==> src/rtl/id_ex_stage.sv <==
// ID/EX pipeline register with load-use detection, bubble/flush handling
// and a halt-drain FSM that raises halted once the back end has emptied.
module id_ex_stage #(
    parameter int DATA_W       = 32,
    parameter int CTRL_W       = 18,
    parameter int DRAIN_CYCLES = 3
) (
    input  logic              clk,
    input  logic              reset_n,
    input  logic              id_valid,
    input  logic [CTRL_W-1:0] id_ctrl,
    input  logic [DATA_W-1:0] id_pc,
    input  logic [DATA_W-1:0] id_rs_data,
    input  logic [DATA_W-1:0] id_rt_data,
    input  logic [DATA_W-1:0] id_imm,
    input  logic [4:0]        id_rs,
    input  logic [4:0]        id_rt,
    input  logic [4:0]        id_rd,
    input  logic [4:0]        id_shamt,
    input  logic [5:0]        id_funct,
    input  logic [5:0]        id_opcode,
    input  logic              flush,
    input  logic              ex_stall,
    output logic              ex_valid,
    output logic [CTRL_W-1:0] ex_ctrl,
    output logic [DATA_W-1:0] ex_pc,
    output logic [DATA_W-1:0] ex_rs_data,
    output logic [DATA_W-1:0] ex_rt_data,
    output logic [DATA_W-1:0] ex_imm,
    output logic [4:0]        ex_rs,
    output logic [4:0]        ex_rt,
    output logic [4:0]        ex_rd,
    output logic [4:0]        ex_shamt,
    output logic [5:0]        ex_funct,
    output logic [5:0]        ex_opcode,
    output logic              freeze,
    output logic              load_use,
    output logic              halted
);

    localparam int PC_END   = CTRL_W - 1;
    localparam int MEM_READ = CTRL_W - 5;
    localparam int CNT_W    = $clog2(DRAIN_CYCLES + 1);
    localparam logic [CNT_W-1:0] CNT_LAST = CNT_W'(DRAIN_CYCLES - 1);

    typedef enum logic [1:0] {RUN, DRAIN, HALTED} state_t;

    typedef struct packed {
        logic              valid;
        logic [CTRL_W-1:0] ctrl;
        logic [DATA_W-1:0] pc;
        logic [DATA_W-1:0] rs_data;
        logic [DATA_W-1:0] rt_data;
        logic [DATA_W-1:0] imm;
        logic [4:0]        rs;
        logic [4:0]        rt;
        logic [4:0]        rd;
        logic [4:0]        shamt;
        logic [5:0]        funct;
        logic [5:0]        opcode;
    } ex_t;

    ex_t              ex_q, ex_d;
    state_t           state_q, state_d;
    logic [CNT_W-1:0] cnt_q, cnt_d;
    logic             halted_q, halted_d;
    logic             capture;

    // r0 is hardwired, so a load targeting it never creates a hazard
    assign load_use = ex_q.valid & ex_q.ctrl[MEM_READ] & (ex_q.rt != 5'd0)
                    & id_valid & ((ex_q.rt == id_rs) | (ex_q.rt == id_rt));

    assign freeze  = load_use | ex_stall | (state_q != RUN);
    assign capture = ~flush & ~ex_stall & ~load_use & (state_q == RUN);

    always_comb begin
        ex_d = ex_q;
        if (flush) begin
            ex_d = '0;
        end else if (ex_stall) begin
            ex_d = ex_q;
        end else if (load_use || state_q != RUN) begin
            ex_d = '0;
        end else begin
            ex_d.valid   = id_valid;
            ex_d.ctrl    = id_valid ? id_ctrl : '0;
            ex_d.pc      = id_pc;
            ex_d.rs_data = id_rs_data;
            ex_d.rt_data = id_rt_data;
            ex_d.imm     = id_imm;
            ex_d.rs      = id_rs;
            ex_d.rt      = id_rt;
            ex_d.rd      = id_rd;
            ex_d.shamt   = id_shamt;
            ex_d.funct   = id_funct;
            ex_d.opcode  = id_opcode;
        end
    end

    always_comb begin
        state_d = state_q;
        cnt_d   = cnt_q;
        unique case (state_q)
            RUN: begin
                if (capture && id_valid && id_ctrl[PC_END]) begin
                    state_d = DRAIN;
                    cnt_d   = '0;
                end
            end
            DRAIN: begin
                // an older taken branch squashes the halt still in flight
                if (flush) begin
                    state_d = RUN;
                    cnt_d   = '0;
                end else if (!ex_stall) begin
                    if (cnt_q == CNT_LAST) state_d = HALTED;
                    else                   cnt_d   = cnt_q + 1'b1;
                end
            end
            HALTED: state_d = HALTED;
            default: begin
                state_d = RUN;
                cnt_d   = '0;
            end
        endcase
        halted_d = (state_d == HALTED);
    end

    always_ff @(posedge clk or negedge reset_n) begin
        if (!reset_n) begin
            ex_q     <= '0;
            state_q  <= RUN;
            cnt_q    <= '0;
            halted_q <= 1'b0;
        end else begin
            ex_q     <= ex_d;
            state_q  <= state_d;
            cnt_q    <= cnt_d;
            halted_q <= halted_d;
        end
    end

    assign ex_valid   = ex_q.valid;
    assign ex_ctrl    = ex_q.ctrl;
    assign ex_pc      = ex_q.pc;
    assign ex_rs_data = ex_q.rs_data;
    assign ex_rt_data = ex_q.rt_data;
    assign ex_imm     = ex_q.imm;
    assign ex_rs      = ex_q.rs;
    assign ex_rt      = ex_q.rt;
    assign ex_rd      = ex_q.rd;
    assign ex_shamt   = ex_q.shamt;
    assign ex_funct   = ex_q.funct;
    assign ex_opcode  = ex_q.opcode;
    assign halted     = halted_q;

endmodule

==> config.mk <==
export PLATFORM = sky130hd
export DESIGN_NAME = id_ex_stage
export DESIGN_NICKNAME = d
export VERILOG_FILES = /design/src/rtl/id_ex_stage.sv
export SDC_FILE = /design/constraint.sdc
export NUM_CORES = 1
export LEC_CHECK = 0
export BUFFER_PORTS_ARGS = -buffer_cell sky130_fd_sc_hd__buf_2
export CORE_AREA = 2 2 140 142
export DETAILED_ROUTE_END_ITERATION = 16
export DIE_AREA = 0 0 142 144
export PLACE_DENSITY = 0.74
export SYNTH_ARGS = -nofsm -noshare
export SYNTH_HDL_FRONTEND = slang
export SYNTH_SLANG_ARGS = --single-unit
==> constraint.sdc <==
create_clock -name clk -period 3.1 [get_ports clk]
set_input_delay 0.155 -clock clk [delete_from_list [all_inputs] [get_ports clk]]
set_output_delay 0.155 -clock clk [all_outputs]
set_load 0.005 [all_outputs]
==> impl_metrics.tcl <==
set metrics [dict create \
    path_delay_family "simple AND/OR/NAND/NOR gates" \
    synth_fp_nets 636 \
    synth_cell_types 27 \
    first_pass_iters 4 \
    cts_tree "built" \
    cts_setup_buffers 0 \
    synth_edf_count 0 \
    fin_worst_skew_ns 0.0148 \
    cp_max_fo 5 \
    status "complete, no violations" \
    multiInputGateArea_um2 1910 \
    nets 1166 \
    drv_cap 0 \
    clock_sinks 184 \
    crit_buf_inv 1 \
    rows 51 \
    area_growth_pct 66.2 \
    min_period_ns 2.17 \
    slew_violations 0 \
    seqCellArea_um2 4600 \
    slowest_stage "dfrtp_1" \
    p_clk_share_pct 35.2 \
    diodes 0 \
    drt_wl_total_um 22300 \
    grt_max_degree 93 \
    end_kind "primary output" \
    antenna_found_initial 0 \
    fin_ws_ns 0.927 \
    start_util_pct 35.1 \
    ys.flop_type "dfrtp_1" \
    clk_latency_ns 0.42 \
    grt_pass1_vias 6207 \
    powerDensity_nw_per_um2 563 \
    grt-ovfl-total 0 \
    die_h_um 144 \
    fin_crit_sh_pct 70.1 \
    ir_drop_mv 0.305 \
    synthCells 452 \
    p_sw_mw 1.78 \
    stdcell_area_um2 11100 \
    num-fill-cells 1461 \
    coreArea_um2 19100 \
    synth-seq-cells 184 \
    ctsLongestPathBuffers 2 \
    avgSynthCellArea_um2 14.8 \
    syn_area_um2 6700 \
    hold_class "input pin to register" \
    die_w_um 142 \
    ys_async_sr_fraction_pct 100 \
    io_pins 365 \
    drc_errors 0 \
    slowest_delay_ns 0.43 \
    p_int_mw 4.48 \
    vias 6146 \
    yosysWarnings 0 \
    start_kind "register" \
    grt_first_pass_wirelength_um 33100 \
    p_sw_share_pct 28.5 \
    rsz0062_at_grt "no" \
    power.total_mw 6.27 \
    dieArea_um2 20400 \
    routabilityCongestion 0.740 \
    io_buffers 364 \
    ant_nets 0 \
    ctsRootBufferMaster "clkbuf_16" \
    required_ns 2.94 \
    setup_tns_ns 0 \
    drive_above_1_share_pct 41.1 \
    pre_cts_ws_ns 1.14 \
    cts-htree-levels 4 \
    setup_violations 0 \
    grt.total_usage_pct 20.9 \
    relSlewSlack_pct 42.1 \
    crit_chain "nor3_1, a21oi_2, and2_1, or4_1, buf_2" \
    drtIter0Drc 289 \
    arrival_ns 2.02 \
    clkTransAtPathRegs_ns 0.07 \
    dp_hpwl_um 13100 \
    worstMarginPinSlew_ns 0.868 \
    placed_area_um2 8750 \
    viasPerCell 4.98 \
    ys_seq_area_share_pct 68.7 \
    p_leak_nw 6.02 \
    timing.final.hold_violations 0 \
    power_frac_comb_pct 19.3 \
    path_class "register to primary output" \
    wl_per_cell_um 18.1 \
    fmax_mhz 460 \
    pwr-share-seq_pct 45.5 \
    cts_inserted_buffers 17 \
]
## layout by cell type (no fill, tap or decap), drive strengths merged
cell type and count:
a21o 1, a21oi 2, nor3 1, o22ai 1, nor2 4, a211oi 2, a22o 177, and2 1
buf 372, o21ai 5, a2111o 1, clkinv 7, nand2b 1, nand2 8, nor3b 1, nand3b 1
nor2b 1, xnor2 11, clkbuf 17, nand3 4, inv 11, dfrtp 184, o31ai 2, or4 1
dlygate4sd3 177, bufinv 1, ha 1
## power by group through the flow
| stage | Combinational (mW) | Sequential [mW] | Clock (mW) |
|---|---|---|---|
| 2_1_floorplan | 0.447 | 2.89 | 0 |
| 3_3_place_gp | 1.00 | 2.88 | 0 |
| 5_1_grt | 1.31 | 2.88 | 2.35 |
| 4_1_cts | 1.20 | 2.84 | 2.26 |
| 6_report | 1.21 | 2.85 | 2.20 |
| 3_5_place_dp | 1.03 | 2.87 | 0 |
## cell usage after synthesis (all sizes together), types with 2 or more instances
cell type / instances / share of area [%]
a211oi: 2 / 0.41
a21oi: 2 / 0.37
a22o: 177 / 23
buf: 21 / 1.7
clkbuf: 17 / 0.95
dfrtp: 184 / 69
inv: 4 / 0.22
nand2: 8 / 0.45
nand3: 4 / 0.30
nor2: 4 / 0.22
o21ai: 5 / 0.37
o31ai: 2 / 0.22
xnor2: 11 / 1.4
## state kept, by name, indices dropped and copies added (netlist names)
name,flops
ex_imm,32
ex_funct,6
ex_ctrl,18
ex_rt,5
ex_rs_data,32
ex_shamt,5
cnt_q,2
ex_pc,32
ex_opcode,6
ex_rd,5
ex_valid,1
ex_rs,5
ex_rt_data,32
state_q,2
halted,1
## per-layer routing
layer | wire [um] | vias up | GRT usage, %
met1 | 8980 | 3027 | 25.6
met3 | 1730 | 33 | 6.36
li1 | - | 2787 | -
met5 | 0 | - | 0
met4 | 537 | 0 | 7.58
met2 | 11100 | 299 | 34.9
## final cells by class
cell class	instances	share of cell area (%)
Clock inverter	15	1.64
Multi-Input combinational cell	226	17.2
Clock buffer	17	3.82
Timing Repair Buffer	549	33.2
Sequential cell	184	41.4
Tap cell	238	2.68
Inverter	4	0.135
## cells by family (layout without fill, tap and decap cells)
| logic type | Yosys count | count (layout) | share of synthesized area (%) |
|---|---|---|---|
| AO/OA/AOI/OAI | 191 | 191 | 25.1 |
| flip-flops | 184 | 184 | 68.7 |
| buffers and inverters | 42 | 585 | 2.86 |
| AND/OR/NAND/NOR | 23 | 23 | 1.66 |
| XOR/XNOR | 11 | 11 | 1.44 |
| adder cells (fa/ha/maj) | 1 | 1 | 0.187 |
## per-stage QoR
stage,std cells,hold slack (ns),utilization [%]
floorplan,452,-0.141,-
global placement,1024,0.299,45.9
detailed placement,1024,0.298,45.9
CTS,1233,0.0223,58.3
global route,1233,0.0162,58.3
finish,1233,0.0395,58.3
## path summary, 6_finish.rpt
path	start	to	slack, ns	depth (start not counted)
setup / recovery	ex_rt[0]$_DFFE_PN0P_	freeze	0.93	5
hold / removal	id_rs_data[21]	ex_rs_data[21]$_DFFE_PN0P_	0.04	2
setup reg to reg	ex_rt[0]$_DFFE_PN0P_	ex_ctrl[14]$_DFFE_PN0P_	1.17	4
hold reg to reg	ex_ctrl[17]$_DFFE_PN0P_	ex_ctrl[17]$_DFFE_PN0P_	0.49	2
max in group asynchronous	reset_n	ex_shamt[2]$_DFFE_PN0P_	1.86	3
min in group asynchronous	reset_n	ex_pc[9]$_DFFE_PN0P_	0.38	2
## what timing repair did
item,4_1_cts,5_1_grt
hold buffers,177,0
endpoints found under the hold margin,266,0
gates resized for setup,0,0
(Power assumes the default switching activity.)
